==> src/rtl/mem_pkg.sv <==
// Shared types and constants for the SDRAM write sequencer and its FIFO.
package mem_pkg;

    localparam int unsigned ADDR_W_DEF = 13;

    localparam logic MEM_WRITE = 1'b1;
    localparam logic MEM_READ  = 1'b0;

    typedef enum logic [1:0] {
        StIdle  = 2'd0,
        StIssue = 2'd1,
        StWait  = 2'd2,
        StGap   = 2'd3
    } wr_state_e;

    // Packed entry: first stream word in [63:32], second in [31:0].
    typedef logic [63:0] entry_t;

endpackage

==> src/rtl/sync_fifo_64.sv <==
// Synchronous FIFO of 64-bit entries; Depth must be a power of two (>= 2).
module sync_fifo_64
    import mem_pkg::*;
#(
    parameter int unsigned Depth = 4,
    localparam int unsigned PtrW = $clog2(Depth)
) (
    input  logic            clk_i,
    input  logic            rst_i,
    input  logic            push_i,
    input  entry_t          data_i,
    input  logic            pop_i,
    output entry_t          data_o,
    output logic            full_o,
    output logic            empty_o,
    output logic [PtrW:0]   count_o
);

    logic [PtrW-1:0] wr_ptr_q, wr_ptr_d;
    logic [PtrW-1:0] rd_ptr_q, rd_ptr_d;
    logic [PtrW:0]   count_q, count_d;
    logic            push_ok, pop_ok;
    entry_t          mem_q [Depth];

    assign full_o  = (count_q == (PtrW + 1)'(Depth));
    assign empty_o = (count_q == '0);
    assign count_o = count_q;
    assign data_o  = mem_q[rd_ptr_q];

    always_comb begin
        push_ok  = push_i && !full_o;
        pop_ok   = pop_i && !empty_o;
        wr_ptr_d = push_ok ? wr_ptr_q + PtrW'(1) : wr_ptr_q;
        rd_ptr_d = pop_ok ? rd_ptr_q + PtrW'(1) : rd_ptr_q;
        case ({push_ok, pop_ok})
            2'b10:   count_d = count_q + (PtrW + 1)'(1);
            2'b01:   count_d = count_q - (PtrW + 1)'(1);
            default: count_d = count_q;
        endcase
    end

    always_ff @(posedge clk_i) begin
        if (rst_i) begin
            wr_ptr_q <= '0;
            rd_ptr_q <= '0;
            count_q  <= '0;
        end else begin
            wr_ptr_q <= wr_ptr_d;
            rd_ptr_q <= rd_ptr_d;
            count_q  <= count_d;
        end
    end

    always_ff @(posedge clk_i) begin
        if (push_ok) begin
            mem_q[wr_ptr_q] <= data_i;
        end
    end

endmodule

==> src/rtl/mem_write_sequencer.sv <==
// Packs 32-bit stream words into 64-bit entries and writes them to the SDRAM controller.
// Optional write-completion timeout enabled by defining MEM_WR_TIMEOUT_EN.
module mem_write_sequencer
    import mem_pkg::*;
#(
    parameter int unsigned FIFO_DEPTH  = 4,
    parameter int unsigned ADDR_W      = ADDR_W_DEF,
    parameter int unsigned TIMEOUT_CYC = 64
) (
    input  logic              clk_i,
    input  logic              rst_i,
    input  logic              start_i,
    input  logic [ADDR_W-1:0] base_addr_i,
    input  logic [ADDR_W-1:0] last_addr_i,
    input  logic [31:0]       in_data_i,
    input  logic              in_valid_i,
    input  logic              in_last_i,
    output logic              in_ready_o,
    output logic [63:0]       mem_data_o,
    output logic [ADDR_W-1:0] mem_addr_o,
    output logic              mem_w_rn_o,
    output logic              mem_go_o,
    input  logic              mem_valid_i,
    output logic              busy_o,
    output logic              mem_full_o,
    output logic              err_o,
    output logic [ADDR_W:0]   wr_count_o
);

    localparam int unsigned CntW = $clog2(FIFO_DEPTH) + 1;

    wr_state_e         state_q, state_d;
    logic [ADDR_W-1:0] addr_q, addr_d;
    entry_t            data_q, data_d;
    logic [31:0]       hi_q, hi_d;
    logic              half_q, half_d;
    logic              full_q, full_d;
    logic              err_q, err_d;
    logic [ADDR_W:0]   wr_cnt_q, wr_cnt_d;

    logic              fifo_push, fifo_pop, fifo_full, fifo_empty;
    entry_t            fifo_wdata, fifo_head;
    logic [CntW-1:0]   unused_fifo_count;
    logic              accept;

`ifdef MEM_WR_TIMEOUT_EN
    localparam int unsigned ToW = $clog2(TIMEOUT_CYC + 1);
    logic [ToW-1:0] to_cnt_q, to_cnt_d;
`else
    logic unused_timeout_cfg;
    assign unused_timeout_cfg = ^TIMEOUT_CYC;
`endif

    sync_fifo_64 #(
        .Depth (FIFO_DEPTH)
    ) u_fifo (
        .clk_i   (clk_i),
        .rst_i   (rst_i),
        .push_i  (fifo_push),
        .data_i  (fifo_wdata),
        .pop_i   (fifo_pop),
        .data_o  (fifo_head),
        .full_o  (fifo_full),
        .empty_o (fifo_empty),
        .count_o (unused_fifo_count)
    );

    assign in_ready_o = !rst_i && !full_q && !fifo_full;
    assign accept     = in_valid_i && in_ready_o;
    assign busy_o     = !fifo_empty || half_q || (state_q != StIdle);
    assign mem_w_rn_o = MEM_WRITE;
    assign mem_addr_o = addr_q;
    assign mem_data_o = data_q;
    assign mem_full_o = full_q;
    assign err_o      = err_q;
    assign wr_count_o = wr_cnt_q;

    always_comb begin
        state_d    = state_q;
        addr_d     = addr_q;
        data_d     = data_q;
        hi_d       = hi_q;
        half_d     = half_q;
        full_d     = full_q;
        err_d      = err_q;
        wr_cnt_d   = wr_cnt_q;
        fifo_push  = 1'b0;
        fifo_pop   = 1'b0;
        fifo_wdata = '0;
        mem_go_o   = 1'b0;
`ifdef MEM_WR_TIMEOUT_EN
        to_cnt_d   = to_cnt_q;
`endif

        if (accept) begin
            if (half_q) begin
                fifo_push  = 1'b1;
                fifo_wdata = {hi_q, in_data_i};
                half_d     = 1'b0;
            end else if (in_last_i) begin
                fifo_push  = 1'b1;
                fifo_wdata = {in_data_i, 32'h0};
            end else begin
                hi_d   = in_data_i;
                half_d = 1'b1;
            end
        end

        case (state_q)
            StIdle: begin
                if (start_i) begin
                    addr_d   = base_addr_i;
                    full_d   = 1'b0;
                    err_d    = 1'b0;
                    wr_cnt_d = '0;
                end
                // full_d so a start that clears mem_full can issue immediately
                if (!fifo_empty && !full_d) begin
                    data_d  = fifo_head;
                    state_d = StIssue;
                end
            end
            StIssue: begin
                mem_go_o = 1'b1;
                state_d  = StWait;
`ifdef MEM_WR_TIMEOUT_EN
                to_cnt_d = ToW'(1);
`endif
            end
            StWait: begin
                if (mem_valid_i) begin
                    fifo_pop = 1'b1;
                    wr_cnt_d = wr_cnt_q + (ADDR_W + 1)'(1);
                    state_d  = StGap;
                    if (addr_q == last_addr_i) begin
                        full_d = 1'b1;
                    end else begin
                        addr_d = addr_q + ADDR_W'(1);
                    end
                end
`ifdef MEM_WR_TIMEOUT_EN
                // Entry stays at the FIFO head and is re-issued at the same address.
                else if (to_cnt_q == ToW'(TIMEOUT_CYC - 1)) begin
                    err_d   = 1'b1;
                    state_d = StGap;
                end else begin
                    to_cnt_d = to_cnt_q + ToW'(1);
                end
`endif
            end
            StGap: begin
                state_d = StIdle;
            end
            default: begin
                state_d = StIdle;
            end
        endcase

        if (start_i && (state_q != StIdle)) begin
            err_d = 1'b1;
        end
        if (mem_valid_i && (state_q != StWait)) begin
            err_d = 1'b1;
        end
    end

    always_ff @(posedge clk_i) begin
        if (rst_i) begin
            state_q  <= StIdle;
            addr_q   <= '0;
            data_q   <= '0;
            hi_q     <= '0;
            half_q   <= 1'b0;
            full_q   <= 1'b0;
            err_q    <= 1'b0;
            wr_cnt_q <= '0;
`ifdef MEM_WR_TIMEOUT_EN
            to_cnt_q <= '0;
`endif
        end else begin
            state_q  <= state_d;
            addr_q   <= addr_d;
            data_q   <= data_d;
            hi_q     <= hi_d;
            half_q   <= half_d;
            full_q   <= full_d;
            err_q    <= err_d;
            wr_cnt_q <= wr_cnt_d;
`ifdef MEM_WR_TIMEOUT_EN
            to_cnt_q <= to_cnt_d;
`endif
        end
    end

endmodule

==> config.mk <==
export PLATFORM = sky130hd
export DESIGN_NAME = mem_write_sequencer
export DESIGN_NICKNAME = d
export VERILOG_FILES = /design/src/rtl/mem_pkg.sv /design/src/rtl/sync_fifo_64.sv /design/src/rtl/mem_write_sequencer.sv
export SDC_FILE = /design/constraint.sdc
export NUM_CORES = 1
export LEC_CHECK = 0
export CAP_MARGIN = 20
export CORE_MARGIN = 4
export CORE_UTILIZATION = 47
export CTS_BUF_LIST = sky130_fd_sc_hd__clkbuf_16
export CTS_CLUSTER_SIZE = 30
export DETAILED_ROUTE_END_ITERATION = 10
export PLACE_DENSITY = 0.68
export SLEW_MARGIN = 20
export SYNTH_ARGS = -nofsm -noshare
export SYNTH_HDL_FRONTEND = slang
export SYNTH_SLANG_ARGS = --single-unit
==> constraint.sdc <==
create_clock -name clk_i -period 4.53 [get_ports clk_i]
set_input_delay 0.906 -clock clk_i [delete_from_list [all_inputs] [get_ports clk_i]]
set_output_delay 0.906 -clock clk_i [all_outputs]
set_load 0.05 [all_outputs]
# After elaboration in Yosys (flattened, before gate mapping)
# Memories as Yosys holds them, arrays and structs flattened. A register that Yosys moved wholly into a read port is not among the register bits.
# Index checks and enable logic that the tools add are counted.
# W data, S select, Z words.
[word_totals]
in_bits = 64
word_cells = 94
mem_bits_rw = 256
memories = 1
regBits = 71
[memory_table]
columns = ["memory", "depth", "word_bits", "rd", "rd_clocked_by_memory_dff", "write_ports", "line_no", "rtl"]
rows = [
  ["u_fifo.mem_q", 4, 64, 1, 1, 1, "sync_fifo_64.sv:23", "entry_t mem_q [Depth];"],
]
[classes]
n_addsub = 6
reduce_logical = 29
eq_ne = 13
muxes = 33
bitwise = 2
[op_table]
columns = ["op", "n"]
rows = [
  ["$mux W64", 3],
  ["$mux W13", 3],
  ["$mux W14", 2],
  ["$pmux W14 S2", 1],
  ["$pmux W13 S2", 1],
  ["$mux W1", 18],
  ["$add A14 B1 Y14 const B", 1],
  ["$add A13 B1 Y13 const B", 1],
  ["$eq A13 B13 Y1", 1],
  ["$ne A2 B2 Y1 const B", 6],
  ["$reduce_and A3 Y1", 3],
  ["$logic_and A1 B1 Y1", 8],
  ["$pmux W2 S4", 1],
  ["$eq A2 B2 Y1 const B", 3],
  ["$pmux W3 S2", 1],
  ["$reduce_and A2 Y1", 3],
  ["$reduce_bool A2 Y1", 3],
  ["$reduce_bool A3 Y1", 2],
  ["$logic_not A1 Y1", 5],
  ["$add A2 B1 Y2 const B", 2],
  ["$eq A2 B1 Y1 const B", 2],
  ["$mux W2", 2],
  ["$reduce_and A4 Y1", 1],
  ["$add A3 B1 Y3 const B", 1],
  ["other kinds (7)", 9],
]

# Logic depth before layout (Yosys ltp)
[depth]
depth_word = 8
mapped_depth = 11
ltp_nobuf = 10

# Cells and area by module
# A second synthesis with hierarchy kept.
[unflattened]
hier_cells = 1200
hier_area_um2 = 15751.4
[by_module_without_submodules]
columns = ["module", "seq_area_each_um2", "cells_each", "area_per_inst_um2", "n_inst"]
rows = [
  ["sync_fifo_64", 7867.5, 388, 9785.6, 1],
  ["mem_write_sequencer", 2562.5, 812, 5965.7, 1],
]

# Least setup slack after synthesis
# Ideal clock, no wire load.
[synth_path]
kind = "input -> register"
start = "input port rst_i"
end = "memory u_fifo.mem_q[1][0] (netlist name) (enable)"
arrival_time_ns = 3.248
setup_slack_ns = 0.853
cell_stages = 5
required_ns = 4.101
path_buffers = 1
setup_time_ns = 0.429
cell_sequence = "clkbuf_1 > nor2_2 > o311ai_4 > nor2_1 > and2_1"
[synth_via]
elab_chain_len = 8
[synth_lines]
columns = ["item", "line_no", "rtl"]
rows = [
  ["from (decl)", "mem_write_sequencer.sv:11", "input logic rst_i,"],
  ["$logic_not A1 Y1", "mem_write_sequencer.sv:68", "assign in_ready_o = !rst_i && !full_q && !fifo_full;"],
  ["$logic_and A1 B1 Y1 (2 in series)", "mem_write_sequencer.sv:68", ""],
  ["$logic_and A1 B1 Y1", "mem_write_sequencer.sv:69", "assign accept = in_valid_i && in_ready_o;"],
  ["$mux W1", "mem_write_sequencer.sv:95", "if (accept) begin"],
  ["$logic_and A1 B1 Y1", "sync_fifo_64.sv:31", "push_ok = push_i && !full_o;"],
  ["$mux W1", "sync_fifo_64.sv:55", "if (push_ok) begin"],
  ["$mux W1 (implied by the code)", "sync_fifo_64.sv:56", "mem_q[wr_ptr_q] <= data_i;"],
  ["to (decl)", "sync_fifo_64.sv:23", ""],
]
# No other way between the ends.

# Worst setup path after layout
[layout_path]
start = "register half_q"
end = "output port busy_o"
[layout_via]
elab_chain_len = 2
[layout_lines]
columns = ["item", "line_no", "rtl"]
rows = [
  ["from (decl)", "mem_write_sequencer.sv:36", "logic half_q, half_d;"],
  ["from (signal assigned)", "mem_write_sequencer.sv:185", "half_q <= half_d;"],
  ["$logic_or A1 B1 Y1 (2 in series)", "mem_write_sequencer.sv:70", "assign busy_o = !fifo_empty || half_q || (state_q != StIdle);"],
  ["to (decl)", "mem_write_sequencer.sv:24", "output logic busy_o,"],
]
# No other way between the ends.

==> run summary <==
IO Pins: 161
Largest family of logic cells by synthesized area: simple AND/OR/NAND/NOR gates
Min-Delay Startpoint: mem_data_o[16]$_SDFFE_PP0P_
DR vias/cell: 5.46
Status: finished, final reports clean
Fin Hold WS: 452 ps
Setup-failing EPs final: 0
MaxCap Viol Count: 0
Layout filler cell count: 2637
Async SR Flop Fraction: 0
H-Tree Depth: 2
Worst reg-to-reg path cell count: 11
Hold Crit Endpoint: mem_data_o[16]$_SDFFE_PP0P_
CTS tree: built
Cells after Synth: 1233
Total Routing Usage GR: 0.192
Flops & latches, synth: 391
Worst setup path class: flip-flop to output pin
Chip Height: 191 um
Number of I/O port buffers: 159
Post-route setup slack: 1250 ps
Vias: 10100
Fin nets: 1450
LEAKAGE: 6.33 nW
# DRC: 0
Root buffer cell: clkbuf_16
Overall power: 8.67 mW
Synth-to-layout area growth: 20.8%
Worst min path class: flip-flop to flip-flop
Post-CTS Setup Inserts: 0
Starting Density: 0.481
Min Tclk post-route: 3280 ps
Hold buffers post-CTS: 0
Setup TNS: 0 ps
Wire per inst: 18.9 um
Post-synth cell types: 57
PD cells: 455 mW/mm2
Worst-path maximum fanout: 38
Placed cell area: 0.0177 mm2
Number of synthesized flops with an enable pin: 256
VDD IR max: 0.000293 V
Clock-pin slew of the registers on the worst-case setup and hold paths: 60 ps
Number of placed instances with taps included: 1773
Clock skew: 15.1 ps
Vias in the first global route: 10100
1st-pass router iterations: 5
Final std cells w/o fill: 1850
Largest net degree at the start of global routing: 78
Routability cong.: 0.829
Fraction of the mapped netlist area in simple logic gates: 0.122
Routed wire length: 35000 um
Relative slew slack: 0.391
Pre-CTS setup slack: 1240 ps
Post-Synthesis Cell Area: 0.0158 mm2
Share of post-route cells with drive strength above 1: 0.120
Max Root-Sink Buffers: 3
Final Util: 0.581
Xor and xnor fraction of the mapped netlist area: 0.0159
RR Endpoint: u_fifo.count_o[2]$_SDFFE_PP0P_
Initial antenna violation count: 5
Fmax: 305 MHz
DPL Wire Length: 21800 um
Core box area: 0.0328 mm2
CTS Sinks: 391
Max Slew Vio Count: 0
Die X: 191 um
Initial DRC Count: 758
Worst-Skew Late Latency: 530 ps
Antenna-violating nets left: 0
Critical path arrival: 2380 ps
PostCTS Resize Cnt: 0
Critical R2R Launch: state_q[0]$_SDFFE_PP0P_
Critical Path Source Type: flip-flop
Hold Vio Cnt, Final: 0
Critical Path Sink Type: output pin
# rows: 66
Number of synthesis warnings: 0
Footprint of the multi-input gates: 0.00492 mm2
Post-synthesis compound-gate area fraction: 0.0701
Die Area: 0.0366 mm2
Post-synth top flop: edfxtp_1
CP required: 3620 ps
CTS Buf Count: 41
Post-synthesis average cell area: 12.8 um2
Seq. cell area: 0.0104 mm2
Adder-cell share of the synthesized area: 0.00999
Tightest Pin Transition: 914 ps
Final Cell Area: 0.0191 mm2
Flop2flop setup slack: 2020 ps
Overflow after GRT: 0
Post-synthesis mux area share: 0.0923
First-pass GRT wire length: 55700 um
Seq/Total Area, Yosys: 0.659
Worst hold path cell count: 2
RSZ-0062 raised after global routing: false
Synthesized Nets: 1309
Period Utilization, post-route: 0.725
## cell families after synthesis
family | after synthesis
simple gates | 445
mux | 65
xor+xnor | 26
flops | 391
buf+inv | 100
fa+ha+maj | 12
compound gates | 193
other cells | 1
## cell usage after synthesis, drive strengths merged, types with 7 or more instances
cell    count  share of area
o21ai      13         0.0041
or3         7         0.0028
xnor2      19          0.012
and3       33          0.013
mux4       64          0.091
nand3      16         0.0051
inv        16         0.0038
edfxtp    256           0.49
a21oi     149          0.047
buf        45          0.017
ha         11         0.0087
nand2     254          0.060
dfxtp     135           0.17
xor2        7         0.0039
nor3        9         0.0032
clkbuf     39         0.0093
nand4      10         0.0044
nor2       94          0.023
## area by class of cell
| type | instances | area share |
|---|---|---|
| timing repair buffer | 182 | 0.0950 |
| sequential | 391 | 0.545 |
| clock buffer | 44 | 0.0578 |
| antenna | 1 | 0.000131 |
| clock inverter | 32 | 0.0114 |
| inverter | 16 | 0.00315 |
| tap | 442 | 0.0290 |
| multi-input combinational | 742 | 0.258 |
## layer usage
layer  part of all wire  track usage  wire length, um
met3              0.077       0.0413             2700
met4              0.022       0.0492              765
met5             0.0018            0               63
met2               0.48        0.314            16700
met1               0.42        0.264            14800
## worst max-delay path, stage by stage (launching register included)
cell and delay, ps:
dfxtp_2 750, nand3b_1 230, clkdlybuf4s50_1 860
## flip-flops by register name (all words and copies together) (netlist names)
register         flops
u_fifo.mem_q       256
hi_q                32
mem_addr_o          13
state_q              2
u_fifo.rd_ptr_q      2
err_o                1
mem_full_o           1
u_fifo.count_o       3
wr_count_o          14
mem_data_o          64
u_fifo.wr_ptr_q      2
half_q               1
## layout by cell type (no fill, tap or decap), types with 3 or more instances in the layout
cell,instances
and2_2,5
nand2_1,253
edfxtp_1,256
xor2_1,7
nand4_1,9
nor3_1,8
xnor2_1,16
nor2b_1,4
xnor2_2,3
nor2_1,92
nor4_1,3
a21oi_1,149
inv_1,25
mux4_2,64
dfxtp_1,132
clkdlybuf4s50_1,158
o32ai_1,3
clkbuf_16,44
or3_1,7
o31ai_1,6
o21ai_0,11
clkinv_2,7
clkinv_1,10
bufinv_16,3
buf_12,4
nand3_1,16
ha_1,11
buf_4,20
and3_1,33
o311ai_0,4
## worst max-delay path by stage
stage                         from                            to  slack [ps]  cells past startpoint
5_1_grt                      rst_i                    in_ready_o        1160                      3
6_report       half_q$_SDFFE_PP0P_                        busy_o        1250                      2
3_5_place_dp                 rst_i                    in_ready_o        1240                      3
3_3_place_gp                 rst_i                    in_ready_o        1240                      3
2_1_floorplan                rst_i  u_fifo.mem_q[1][0]$_DFFE_PP_         850                      5
4_1_cts                      rst_i                    in_ready_o        1240                      3
## report_power, final
group          switching [mW]  internal [mW]
Sequential              0.140           3.93
Combinational           0.897          0.470
Clock                    1.33           1.92
Total                    2.36           6.31
Note: power is estimated with default switching activity, not from simulation.
